**config.mk**
```make
export PLATFORM = sky130hd
export DESIGN_NAME = fetch_seq_ctrl
export DESIGN_NICKNAME = d
export VERILOG_FILES = /design/src/rtl/fetch_pkg.sv /design/src/rtl/fetch_skid_buf.sv /design/src/rtl/fetch_seq_ctrl.sv
export SDC_FILE = /design/constraint.sdc
export NUM_CORES = 1
export LEC_CHECK = 0
export CORE_MARGIN = 4
export CORE_UTILIZATION = 35
export CTS_CLUSTER_SIZE = 20
export DETAILED_ROUTE_END_ITERATION = 12
export PLACE_DENSITY_LB_ADDON = 0.25
export SYNTH_ARGS = -nofsm -noshare
export SYNTH_HDL_FRONTEND = slang
export SYNTH_SLANG_ARGS = --single-unit
```
**constraint.sdc**
```tcl
create_clock -name clk -period 3.05 [get_ports clk]
set_clock_uncertainty 0.2 [all_clocks]
set_input_delay 0.4575 -clock clk [delete_from_list [all_inputs] [get_ports clk]]
set_output_delay 0.4575 -clock clk [all_outputs]
set_load 0.03 [all_outputs]
```
**src/rtl/fetch_pkg.sv**
```systemverilog
// Shared types and defaults for the instruction fetch sequencer.
package fetch_pkg;

  localparam logic [31:0] RESET_PC_DEFAULT = 32'h0001_0000;
  localparam logic [31:0] NOP_INST_DEFAULT = 32'h0000_0013;

  typedef enum logic [0:0] {
    StReq,
    StResp
  } fetch_state_e;

  typedef struct packed {
    logic [31:0] inst;
    logic [31:0] pc;
    logic [31:0] pc_p4;
    logic        predicted;
  } fetch_entry_t;

endpackage

```
**src/rtl/fetch_skid_buf.sv**
```systemverilog
// Two-entry output + skid buffer between instruction memory and IF/ID.
module fetch_skid_buf
  import fetch_pkg::*;
(
  input  logic         clk,
  input  logic         rst,
  input  logic         push_i,
  input  fetch_entry_t push_entry_i,
  input  logic         consume_i,
  input  logic         flush_i,
  output logic         head_valid_o,
  output fetch_entry_t head_o,
  output logic         full_o,
  output logic         empty_o
);

  fetch_entry_t out_q, out_d;
  fetch_entry_t skid_q, skid_d;
  logic         out_valid_q, out_valid_d;
  logic         skid_valid_q, skid_valid_d;

  always_comb begin
    out_d        = out_q;
    out_valid_d  = out_valid_q;
    skid_d       = skid_q;
    skid_valid_d = skid_valid_q;

    if (consume_i && out_valid_q) begin
      out_d        = skid_q;
      out_valid_d  = skid_valid_q;
      skid_valid_d = 1'b0;
    end

    // A push lands in the first free slot after this cycle's consume.
    if (push_i) begin
      if (!out_valid_d) begin
        out_d       = push_entry_i;
        out_valid_d = 1'b1;
      end else if (!skid_valid_d) begin
        skid_d       = push_entry_i;
        skid_valid_d = 1'b1;
      end
    end

    if (flush_i) begin
      out_valid_d  = 1'b0;
      skid_valid_d = 1'b0;
    end
  end

  always_ff @(posedge clk or negedge rst) begin
    if (!rst) begin
      out_q        <= '0;
      out_valid_q  <= 1'b0;
      skid_q       <= '0;
      skid_valid_q <= 1'b0;
    end else begin
      out_q        <= out_d;
      out_valid_q  <= out_valid_d;
      skid_q       <= skid_d;
      skid_valid_q <= skid_valid_d;
    end
  end

  assign head_valid_o = out_valid_q;
  assign head_o       = out_q;
  assign full_o       = skid_valid_q;
  assign empty_o      = ~out_valid_q;

endmodule

```
**src/rtl/fetch_seq_ctrl.sv**
```systemverilog
// Fetch sequencer: owns the fetch PC, arbitrates redirects, runs the single-outstanding
// imem handshake and feeds IF/ID through an output + skid buffer.
module fetch_seq_ctrl
  import fetch_pkg::*;
#(
  parameter logic [31:0] RESET_PC = RESET_PC_DEFAULT,
  parameter logic [31:0] NOP_INST = NOP_INST_DEFAULT
) (
  input  logic        clk,
  input  logic        rst,
  input  logic        csr_redir_valid,
  input  logic [31:0] csr_redir_pc,
  input  logic        miss_redir_valid,
  input  logic [31:0] miss_redir_pc,
  input  logic        early_redir_valid,
  input  logic [31:0] early_redir_pc,
  output logic [31:0] lookup_pc,
  input  logic        btb_hit,
  input  logic        btb_taken,
  input  logic [31:0] btb_target,
  input  logic        stall,
  output logic        imem_req,
  output logic [31:0] imem_addr,
  input  logic        imem_gnt,
  input  logic        imem_rvalid,
  input  logic [31:0] imem_rdata,
  output logic        if_valid,
  output logic [31:0] if_inst,
  output logic [31:0] if_pc,
  output logic [31:0] if_pc_p4,
  output logic        if_predicted,
  output logic        flush_id
);

  fetch_state_e state_q, state_d;
  logic [31:0]  pc_q, pc_d;
  logic [31:0]  fetch_pc_q, fetch_pc_d;
  logic         pred_q, pred_d;
  logic         kill_q, kill_d;

  logic         redir_valid;
  logic [31:0]  redir_pc;
  logic         gnt_fire;
  logic         push;
  fetch_entry_t push_entry;
  logic         buf_head_valid;
  fetch_entry_t buf_head;
  logic         buf_full;
  logic         buf_empty;

  always_comb begin
    redir_valid = csr_redir_valid | miss_redir_valid | early_redir_valid;
    if (csr_redir_valid) begin
      redir_pc = csr_redir_pc;
    end else if (miss_redir_valid) begin
      redir_pc = miss_redir_pc;
    end else begin
      redir_pc = early_redir_pc;
    end
  end

  always_ff @(posedge clk or negedge rst) begin
    if (!rst) begin
      state_q    <= StReq;
      pc_q       <= RESET_PC;
      fetch_pc_q <= RESET_PC;
      pred_q     <= 1'b0;
      kill_q     <= 1'b0;
    end else begin
      state_q    <= state_d;
      pc_q       <= pc_d;
      fetch_pc_q <= fetch_pc_d;
      pred_q     <= pred_d;
      kill_q     <= kill_d;
    end
  end

  assign gnt_fire = imem_req & imem_gnt;

  always_comb begin
    state_d    = state_q;
    pc_d       = pc_q;
    fetch_pc_d = fetch_pc_q;
    pred_d     = pred_q;
    kill_d     = kill_q;
    push       = 1'b0;

    unique case (state_q)
      StReq: begin
        if (gnt_fire) begin
          state_d    = StResp;
          fetch_pc_d = pc_q;
          pred_d     = btb_hit & btb_taken;
          // The granted fetch is already wrong-path if a redirect lands with it.
          kill_d     = redir_valid;
          pc_d       = (btb_hit & btb_taken) ? btb_target : pc_q + 32'd4;
        end
      end
      StResp: begin
        if (imem_rvalid) begin
          state_d = StReq;
          kill_d  = 1'b0;
          push    = ~kill_q & ~redir_valid;
        end else if (redir_valid) begin
          kill_d = 1'b1;
        end
      end
      default: state_d = StReq;
    endcase

    if (redir_valid) begin
      pc_d = redir_pc;
    end
  end

  always_comb begin
    imem_req  = rst & (state_q == StReq) & ~buf_full;
    imem_addr = pc_q;
    lookup_pc = pc_q;
    flush_id  = rst & (csr_redir_valid | miss_redir_valid);
  end

  always_comb begin
    push_entry.inst      = imem_rdata;
    push_entry.pc        = fetch_pc_q;
    push_entry.pc_p4     = fetch_pc_q + 32'd4;
    push_entry.predicted = pred_q;
  end

  fetch_skid_buf u_skid_buf (
    .clk          (clk),
    .rst          (rst),
    .push_i       (push),
    .push_entry_i (push_entry),
    .consume_i    (~buf_empty & ~stall),
    .flush_i      (redir_valid),
    .head_valid_o (buf_head_valid),
    .head_o       (buf_head),
    .full_o       (buf_full),
    .empty_o      (buf_empty)
  );

  assign if_valid     = buf_head_valid;
  assign if_inst      = buf_head_valid ? buf_head.inst : NOP_INST;
  assign if_pc        = buf_head.pc;
  assign if_pc_p4     = buf_head.pc_p4;
  assign if_predicted = buf_head_valid & buf_head.predicted;

endmodule

```
==> key figures, run 1 <==
Run status
  – Status: completed

Place
  – Post-Place Cells: 2157
  – Instance area at placement: 17000 µm²
  – Place WS: 0.106 ns
  – Last weighted congestion value of the routability-driven placer: 0.857
  – Detailed placer's ending HPWL: 30.7 mm
  – Port-buffer cells: 333

Synth
  – Most frequent cells after synthesis: 331 x sky130_fd_sc_hd__nand2_1, 259 x sky130_fd_sc_hd__dfrtp_1, 96 x sky130_fd_sc_hd__buf_4, 85 x sky130_fd_sc_hd__nor2_1, 80 x sky130_fd_sc_hd__o21ai_0
  – Post-synth EDFFs: 0
  – Synthesized area per cell: 9.36 µm²
  – Yosys warning total: 0
  – Yosys top cell area share: 0.470
  – Share of the yosys chip area belonging to registers: 0.474
  – Biggest area contributors in the synthesized netlist: sky130_fd_sc_hd__dfrtp_1 47%, sky130_fd_sc_hd__nand2_1 9.0%, sky130_fd_sc_hd__mux2_4 6.8%, sky130_fd_sc_hd__buf_4 5.2%, sky130_fd_sc_hd__o21ai_0 2.9%
  – Number of storage elements in the synthesis netlist: 261
  – Syn_nets: 1645
  – Library cell with the highest instance count after synthesis: sky130_fd_sc_hd__nand2_1
  – Total standard cell area after synthesis: 13800 µm²
  – Distinct cell type count after synthesis: 56
  – Most frequently used flop master after synthesis: sky130_fd_sc_hd__dfrtp_1
  – Dominant cell type by area after synthesis: sky130_fd_sc_hd__dfrtp_1
  – Fraction of registers with async set/reset: 1.00
  – Syn Inst Count: 1473

STA
  – Worst-margin pin slew: 0.806 ns
  – Fin. max-slew vios: 0
  – Count of final hold-check violations: 0
  – Post-Route Setup TNS: 0 ns
  – Maximum operating frequency: 350 MHz
  – Post-route clock period utilization: 0.937
  – Relative max-transition margin: 0.463
  – RSZ-0062 raised after global routing: no
  – Min Clock Period, post-route: 2.86 ns
  – Min setup slack post-route: 0.192 ns
  – Final setup viols: 0

Power
  – Static power due to leakage: 7.81 nW
  – Peak VDD IR: 0.000258 V
  – Share of total power in the clock network: 0.324
  – Total internal power: 7.12 mW
  – Net switching share of the total power: 0.319
  – Power share of the combinational group: 0.250
  – Net switching component of the power: 3.33 mW
  – Total power divided by cell area: 582 nW/µm²
  – Sequential fraction of design power: 0.427
  – Sum of internal, switching and leakage power: 10.5 mW

Cells and area
  – Layout Area Growth over Synthesis: 30.2%
  – Final standard cell area without fillers: 17900 µm²
  – Ratio of cells with drive above 1 in the final layout: 0.101
  – # fillers: 3736
  – Final cell count without fillers: 2211
  – Nets: 1843

Detailed routing
  – Length of routed wiring on met1: 19.1 mm
  – Total number of vias: 11223
  – Iteration-0 DRC Markers: 783
  – Post-DR vias/cell: 5.08
  – Wire length on met3: 2.94 mm
  – Post-route ant nets: 0
  – Remaining design rule violation count: 0
  – First drt pass iteration count: 5
  – Amount of wire on met2 after detailed routing: 20.0 mm
  – Highest metal layer used by the detailed router: met5
  – Sum of routed wire length over all layers: 43.3 mm
  – Routed wire length per instance: 19.6 µm

Floorplan
  – Number of placement rows: 72
  – Die Y-Extent: 206 µm
  – Overall die width: 206 µm
  – Initial core utilization: 0.355
  – Area of the core: 38800 µm²
  – Die area: 42600 µm²
  – Ports placed on the boundary: 334

Worst setup path
  – Largest fanout of any net on the critical path: 33
  – Worst-case register-to-register setup slack: 0.46 ns
  – Crit Reg-Reg Endpoint: imem_addr[12]
  – Worst setup startpoint: u_skid_buf.head_valid_o
  – Critical path class: reg -> out
  – Required time of the worst setup path: 2.39 ns
  – CP arrival: 2.20 ns
  – Kind of launch point of the worst setup path: flop
  – Timing endpoint of the critical path: if_inst[31]
  – Worst-case reg-to-reg path depth: 6
  – Type of destination of the critical path: output pin
  – Launch point of the worst reg-to-reg path: imem_addr[3]

CTS
  – CTS tree: done
  – Clock latency of the later-clocked register in the worst-skew pair: 0.54 ns
  – Maximum level of the CTS H-tree: 1
  – Quantity of gates resized following cts: 0
  – Clock net sink count: 261
  – Buffer count from post-CTS setup fixing: 0
  – Clock root buffer: sky130_fd_sc_hd__clkbuf_16
  – Number of CTS-inserted buffers: 29
  – Buffer levels on the longest clock path: 3
  – Clock slew seen by the registers of the worst setup and hold paths: 0.06 ns

Global routing
  – Wire length of the first global-routing pass: 66.8 mm
  – Sum of overflow across all layers after global routing: 0
  – Vias in the first global route: 11368
  – Number of antenna violations at the first check in global routing: 6
  – Maximum number of pins on one net before global-route repair: 153
  – Overall Global Routing Usage: 0.198

Job
  – MaxCap Viol Count: 0

Hold path
  – Class of the tightest hold or removal check: in -> async
## per-stage QoR
| stage | util | hold slack [ns] |
|---|---|---|
| 2_1_floorplan | - | -0.0381 |
| 3_3_place_gp | 0.438 | 0.129 |
| 3_5_place_dp | 0.438 | 0.130 |
| 4_1_cts | 0.462 | 0.138 |
| 5_1_grt | 0.462 | 0.155 |
| 6_report | 0.462 | 0.166 |
## layout by cell type, fill, tap and decap left out, types with 9 or more instances in the layout
cell type,netlist,final
sky130_fd_sc_hd__a211oi_1,16,16
sky130_fd_sc_hd__a21oi_1,59,59
sky130_fd_sc_hd__a22oi_1,34,34
sky130_fd_sc_hd__a31oi_1,43,43
sky130_fd_sc_hd__and2_1,32,31
sky130_fd_sc_hd__and3_1,37,37
sky130_fd_sc_hd__buf_12,0,10
sky130_fd_sc_hd__buf_4,96,31
sky130_fd_sc_hd__clkbuf_16,0,29
sky130_fd_sc_hd__clkdlybuf4s50_1,0,328
sky130_fd_sc_hd__dfrtp_1,259,259
sky130_fd_sc_hd__mux2_2,9,9
sky130_fd_sc_hd__mux2_4,62,62
sky130_fd_sc_hd__mux2i_1,31,31
sky130_fd_sc_hd__nand2_1,331,330
sky130_fd_sc_hd__nand3_1,41,40
sky130_fd_sc_hd__nand4_1,18,18
sky130_fd_sc_hd__nor2_1,85,85
sky130_fd_sc_hd__o21ai_0,80,80
sky130_fd_sc_hd__o221ai_1,10,10
sky130_fd_sc_hd__xnor2_1,17,17
sky130_fd_sc_hd__xor2_1,32,32
## how the worst min path moves through the flow
stage / start / end / slack [ns]
after floorplan: rst / fetch_pc_q[0] / -0.04
after global placement: rst / u_skid_buf.head_o[0] / 0.13
after detailed placement: rst / u_skid_buf.head_o[0] / 0.13
after CTS: rst / u_skid_buf.head_o[0] / 0.14
after global routing: rst / u_skid_buf.head_o[0] / 0.16
final: rst / u_skid_buf.skid_q[43] / 0.17
## worst max-delay path: stages, from the launching register on
cell and delay (ns):
sky130_fd_sc_hd__dfrtp_1 0.54, sky130_fd_sc_hd__buf_12 0.24, sky130_fd_sc_hd__and2_1 0.18, sky130_fd_sc_hd__clkdlybuf4s50_1 0.68
## flip-flops by register name, summed over array words and instances, names as in the netlist
register,flops
fetch_pc_q,32
imem_addr,32
kill_q,1
pred_q,1
state_q,1
u_skid_buf.full_o,1
u_skid_buf.head_o,97
u_skid_buf.head_valid_o,1
u_skid_buf.skid_q,95
## metal layers
layer | up-vias | track usage
li1 | 5355 | -
met1 | 5425 | 0.271
met2 | 389 | 0.316
met3 | 52 | 0.0424
met4 | 2 | 0.0623
met5 | - | 0
## final cells by class
type | count | area (µm²) | area share
Sequential cell | 261 | 6530 | 0.364
Inverter | 7 | 26.3 | 0.00146
Multi-Input combinational cell | 1000 | 6080 | 0.339
Tap cell | 518 | 648 | 0.0361
Clock buffer | 41 | 811 | 0.0452
Antenna cell | 4 | 10.0 | 0.000558
Timing Repair Buffer | 372 | 3750 | 0.209
Clock inverter | 8 | 93.8 | 0.00523
## power groups by stage
| stage | clock network (mW) | registers (mW) | logic, mW |
|---|---|---|---|
| CTS | 3.49 | 4.47 | 2.64 |
| global route | 3.63 | 4.54 | 2.83 |
| global placement | 0 | 4.51 | 2.61 |
| floorplan | 0 | 4.38 | 1.75 |
| detailed placement | 0 | 4.53 | 2.63 |
| finish | 3.38 | 4.46 | 2.61 |
## logic make-up after synthesis
group           after synthesis  share of synthesized area
xor+xnor                     49                     0.0311
buf+inv                     212                     0.0901
mux                         102                     0.0974
flops                       261                      0.474
simple gates                582                      0.190
compound gates              265                      0.116
fa+ha+maj                     2                    0.00181
## timing repair
action,in CTS,in global routing
hold buffers,1,0
endpoints found under the setup margin,0,0
endpoints found under the hold margin,66,0
Power figures use the tool's default switching activity.
==> run 2: changes to the inputs <==
- CORE_MARGIN: 4 -> default
==> run 2 against run 1 <==
  * Via count decreased by 0.44%
  * Largest power group unchanged
  * Cell count increased by 0.23%
  * Total power increased by 3.5%
  * Count of clock-buffer cells in the layout increased by 6
  * First-iteration DRC count decreased by 7.3%
  * Sequential share of layout area decreased by 0.36 points
==> key figures, run 2 (same netlist as run 1, synthesis figures left out) <==
Run status
  – Status: completed

Worst setup path
  – CP arrival: 2.23 ns
  – Timing endpoint of the critical path: if_inst[13]
  – Largest fanout of any net on the critical path: 31
  – Kind of launch point of the worst setup path: flop
  – Worst-case register-to-register setup slack: 0.52 ns
  – Critical path class: reg -> out
  – Worst-case reg-to-reg path depth: 6
  – Worst setup startpoint: u_skid_buf.head_valid_o
  – Type of destination of the critical path: output pin
  – Required time of the worst setup path: 2.39 ns
  – Crit Reg-Reg Endpoint: imem_addr[12]
  – Launch point of the worst reg-to-reg path: imem_addr[3]

CTS
  – Clock latency of the later-clocked register in the worst-skew pair: 0.56 ns
  – Clock net sink count: 261
  – CTS tree: done
  – Clock root buffer: sky130_fd_sc_hd__clkbuf_16
  – Maximum level of the CTS H-tree: 1
  – Clock slew seen by the registers of the worst setup and hold paths: 0.06 ns
  – Buffer levels on the longest clock path: 3
  – Quantity of gates resized following cts: 0
  – Number of CTS-inserted buffers: 29
  – Buffer count from post-CTS setup fixing: 0
  – Cts-stage hold buffer count: 1

Place
  – Instance area at placement: 17100 µm²
  – Last weighted congestion value of the routability-driven placer: 0.888
  – Port-buffer cells: 333
  – Detailed placer's ending HPWL: 29.9 mm

Floorplan
  – Overall die width: 200 µm
  – Area of the core: 38700 µm²
  – Die area: 40200 µm²
  – Initial core utilization: 0.356
  – Ports placed on the boundary: 334
  – Die Y-Extent: 200 µm
  – Number of placement rows: 72

Power
  – Peak VDD IR: 0.000303 V
  – Total power divided by cell area: 597 nW/µm²
  – Static power due to leakage: 7.90 nW

Cells and area
  – Most frequent cells in the layout: 330 x sky130_fd_sc_hd__nand2_1, 329 x sky130_fd_sc_hd__clkdlybuf4s50_1, 259 x sky130_fd_sc_hd__dfrtp_1
  – Layout Area Growth over Synthesis: 31.4%
  – Nets: 1847
  – Ratio of cells with drive above 1 in the final layout: 0.105
  – Final standard cell area without fillers: 18100 µm²
  – # fillers: 3664
  – Number of flip-flops under the largest register name: 97
  – Leading cell type in the layout, fill and taps excluded: sky130_fd_sc_hd__nand2_1

Detailed routing
  – Sum of routed wire length over all layers: 42.4 mm
  – Remaining design rule violation count: 0
  – First drt pass iteration count: 5
  – Total number of vias: 11174
  – Iteration-0 DRC Markers: 726
  – Post-route ant nets: 0
  – Post-DR vias/cell: 5.04
  – Routed wire length per instance: 19.1 µm

Hold path
  – Class of the tightest hold or removal check: in -> async

STA
  – Min Clock Period, post-route: 2.89 ns
  – Count of final hold-check violations: 0
  – Worst-margin pin slew: 0.927 ns
  – Final setup viols: 0
  – Maximum operating frequency: 346 MHz
  – Post-route worst hold slack: 0.109 ns
  – RSZ-0062 raised after global routing: no
  – Post-Route Setup TNS: 0 ns
  – Post-route clock period utilization: 0.948
  – Relative max-transition margin: 0.382
  – Fin. max-slew vios: 0

Job
  – MaxCap Viol Count: 0

Global routing
  – Vias in the first global route: 11292
  – Sum of overflow across all layers after global routing: 0
  – Number of antenna violations at the first check in global routing: 2
  – Overall Global Routing Usage: 0.210
  – Maximum number of pins on one net before global-route repair: 153
  – Wire length of the first global-routing pass: 67.0 mm
-- run 2: how the worst min path moves through the flow --
| stage | to | slack [ns] | cells past startpoint |
|---|---|---|---|
| 6_report | imem_addr[8] | 0.11 | 2 |
| 5_1_grt | imem_addr[8] | 0.10 | 2 |
| 4_1_cts | state_q | 0.09 | 2 |
| 3_5_place_dp | imem_addr[8] | 0.09 | 1 |
| 3_3_place_gp | imem_addr[8] | 0.09 | 1 |
| 2_1_floorplan | fetch_pc_q[0] | -0.04 | 0 |
-- run 2: area by class of cell --
class	count	area [µm²]	share of cell area
Antenna cell	1	2.50	0.000138
Clock buffer	47	903	0.0498
Clock inverter	6	130	0.00718
Inverter	7	26.3	0.00145
Multi-Input combinational cell	1000	6080	0.335
Sequential cell	261	6530	0.360
Tap cell	518	648	0.0358
Timing Repair Buffer	376	3800	0.210
-- run 2: where the power goes --
group / total, mW / switching [mW] / internal, mW
Combinational: 2.62 / 1.46 / 1.16
Clock: 3.75 / 1.41 / 2.34
Sequential: 4.45 / 0.486 / 3.96
-- run 2: routing by layer --
metal  GRT usage  wire length [µm]  vias to the layer above
met5           0                 0                        -
met4      0.0553               886                        0
met3      0.0369              2450                       55
met2       0.340             19800                      389
met1       0.291             19300                     5375
li1            -                 -                     5355
-- run 2: worst max-delay path: stages (launching register included) --
cell                              delay, ns
sky130_fd_sc_hd__dfrtp_1               0.60
sky130_fd_sc_hd__buf_12                0.23
sky130_fd_sc_hd__and2_1                0.16
sky130_fd_sc_hd__clkdlybuf4s50_1       0.68
-- run 2: stage by stage --
step / std cells / setup WS [ns] / power [mW] / util
2_1_floorplan: 1473 / 0.643 / 6.13 / -
3_5_place_dp: 2161 / 0.127 / 7.15 / 0.441
4_1_cts: 2215 / 0.103 / 11.0 / 0.468
6_report: 2216 / 0.160 / 10.8 / 0.468
3_3_place_gp: 2161 / 0.152 / 7.11 / 0.441
5_1_grt: 2216 / 0.0294 / 11.3 / 0.468
==> run 3: changes to the inputs <==
- ABC_CLOCK_PERIOD_IN_PS: default -> 3050
- DONT_BUFFER_PORTS: default -> 1
==> run 3 against run 2 <==
  * Sequential power grew 11%
  * The flow now finishes with violations (hold timing)
  * Setup slack gained 0.055 ns
  * Critical path depth grew 4
==> key figures, run 3 (same netlist as run 1, synthesis figures left out) <==
Run status
  – Status: finished, violations left
  – Failing checks: hold timing

CTS
  – Clock root buffer: sky130_fd_sc_hd__clkbuf_16
  – Cts-stage hold buffer count: 89
  – Clock latency of the later-clocked register in the worst-skew pair: 0.53 ns
  – Buffer levels on the longest clock path: 3
  – Clock net sink count: 261
  – Number of CTS-inserted buffers: 34
  – Quantity of gates resized following cts: 0
  – Buffer count from post-CTS setup fixing: 0
  – Maximum level of the CTS H-tree: 2
  – Clock slew seen by the registers of the worst setup and hold paths: 0.06 ns
  – CTS tree: done

Global routing
  – Vias in the first global route: 10401
  – Sum of overflow across all layers after global routing: 0
  – Number of antenna violations at the first check in global routing: 8
  – Overall Global Routing Usage: 0.208
  – Maximum number of pins on one net before global-route repair: 266
  – Wire length of the first global-routing pass: 64.9 mm

Detailed routing
  – Highest metal layer used by the detailed router: met4
  – Remaining design rule violation count: 0
  – First drt pass iteration count: 5
  – Routed wire length per instance: 21.1 µm
  – Wire length on met3: 3.05 mm
  – Post-DR vias/cell: 5.29
  – Length of routed wiring on met1: 18.4 mm
  – Post-route ant nets: 0
  – Total number of vias: 10544
  – Amount of wire on met2 after detailed routing: 19.1 mm
  – Iteration-0 DRC Markers: 498
  – Sum of routed wire length over all layers: 42.0 mm

Power
  – Total power divided by cell area: 659 nW/µm²
  – Static power due to leakage: 7.07 nW
  – Peak VDD IR: 0.000319 V

Place
  – Detailed placer's ending HPWL: 28.1 mm
  – Port-buffer cells: 0
  – Last weighted congestion value of the routability-driven placer: 0.842

Floorplan
  – Number of placement rows: 72
  – Die Y-Extent: 200 µm
  – Die area: 40200 µm²
  – Initial core utilization: 0.356
  – Area of the core: 38700 µm²
  – Overall die width: 200 µm
  – Ports placed on the boundary: 334

Worst setup path
  – Kind of launch point of the worst setup path: flop
  – Required time of the worst setup path: 3.31 ns
  – CP bufs+invs: 1
  – Type of destination of the critical path: flop
  – CP arrival: 3.10 ns
  – Launch point of the worst reg-to-reg path: imem_addr[2]
  – Largest fanout of any net on the critical path: 7
  – CP top delay family: simple AND/OR/NAND/NOR gates
  – Crit Reg-Reg Endpoint: imem_addr[28]
  – Critical path class: reg -> reg
  – Worst-case reg-to-reg path depth: 7
  – Crit path largest cell delay: 0.63 ns
  – Worst-case register-to-register setup slack: 0.21 ns
  – CP Depth: 7
  – Critical path's most frequent cell: sky130_fd_sc_hd__nand4_1
  – Cell at the slowest stage of the critical path: sky130_fd_sc_hd__nor4_4
  – Sequence of cells on the critical path: ha_1 > nand4_1 > nor4_4 > nand4_1 > xor2_1 > o21ai_0 > dlygate4sd3_1

STA
  – Min Clock Period, post-route: 2.84 ns
  – RSZ-0062 raised after global routing: no
  – Relative max-transition margin: 0.454
  – Post-route clock period utilization: 0.930
  – Fin. max-slew vios: 0
  – Maximum operating frequency: 353 MHz
  – Post-Route Setup TNS: 0 ns
  – Post-route worst hold slack: -0.542 ns
  – Worst-margin pin slew: 0.812 ns
  – Count of final hold-check violations: 261
  – Final setup viols: 0

Cells and area
  – Ratio of cells with drive above 1 in the final layout: 0.129
  – Leading cell type in the layout, fill and taps excluded: sky130_fd_sc_hd__nand2_1
  – Final Core Density: 0.408
  – Layout Area Growth over Synthesis: 14.7%
  – Most frequent cells in the layout: 330 x sky130_fd_sc_hd__nand2_1, 259 x sky130_fd_sc_hd__dfrtp_1, 88 x sky130_fd_sc_hd__dlygate4sd3_1
  – # fillers: 3890
  – Nets: 1618
  – Number of flip-flops under the largest register name: 97

Hold path
  – Class of the tightest hold or removal check: in -> async

Job
  – MaxCap Viol Count: 0
[run 3: cell type report]
| cell class | instances | area (µm²) | area share |
|---|---|---|---|
| sequential | 261 | 6530 | 0.413 |
| multi-input combinational | 1000 | 6080 | 0.384 |
| timing repair buffer | 142 | 1370 | 0.0869 |
| clock buffer | 48 | 975 | 0.0616 |
| tap | 518 | 648 | 0.0410 |
| clock inverter | 10 | 156 | 0.00989 |
| inverter | 7 | 26.3 | 0.00166 |
| antenna | 9 | 22.5 | 0.00142 |
[run 3: worst max path at each step]
stage,from,endpoint,slack (ns)
2_1_floorplan,imem_addr[2],imem_addr[12],0.64
3_3_place_gp,csr_redir_valid,u_skid_buf.head_o[54],0.58
3_5_place_dp,csr_redir_valid,u_skid_buf.head_o[61],0.52
4_1_cts,imem_addr[2],imem_addr[28],0.20
5_1_grt,imem_addr[2],imem_addr[28],0.02
6_report,imem_addr[2],imem_addr[28],0.21
[run 3: stage by stage]
| stage | power [mW] | instances | worst slack [ns] | area (µm²) | hold slack [ns] |
|---|---|---|---|---|---|
| 6_report | 10.4 | 1995 | 0.215 | 15800 | -0.542 |
| 5_1_grt | 10.9 | 1994 | 0.0221 | 15800 | -0.585 |
| 4_1_cts | 10.6 | 1986 | 0.197 | 15800 | -0.585 |
| 3_5_place_dp | 6.29 | 1839 | 0.516 | 13800 | -0.0146 |
| 3_3_place_gp | 6.25 | 1839 | 0.578 | 13800 | -0.0256 |
| 2_1_floorplan | 6.13 | 1473 | 0.643 | 13800 | -0.0381 |
[run 3: per-layer routing]
| layer | track usage | vias to the layer above |
|---|---|---|
| met4 | 0.0930 | 0 |
| met1 | 0.272 | 5156 |
| met3 | 0.0586 | 67 |
| met2 | 0.321 | 413 |
| li1 | - | 4908 |
| met5 | 0 | - |
[run 3: worst reg2reg max path: stages (launching register included)]
cell and delay (ns):
sky130_fd_sc_hd__dfrtp_1 0.35, sky130_fd_sc_hd__ha_1 0.24, sky130_fd_sc_hd__nand4_1 0.25, sky130_fd_sc_hd__nor4_4 0.64, sky130_fd_sc_hd__nand4_1 0.19, sky130_fd_sc_hd__xor2_1 0.18, sky130_fd_sc_hd__o21ai_0 0.17, sky130_fd_sc_hd__dlygate4sd3_1 0.55
[run 3: power by group]
part           internal [mW]  switching (mW)  leakage [nW]
logic                  0.587           0.790          3.05
clock network           2.56            1.53         0.554
registers               3.95            1.01          3.46
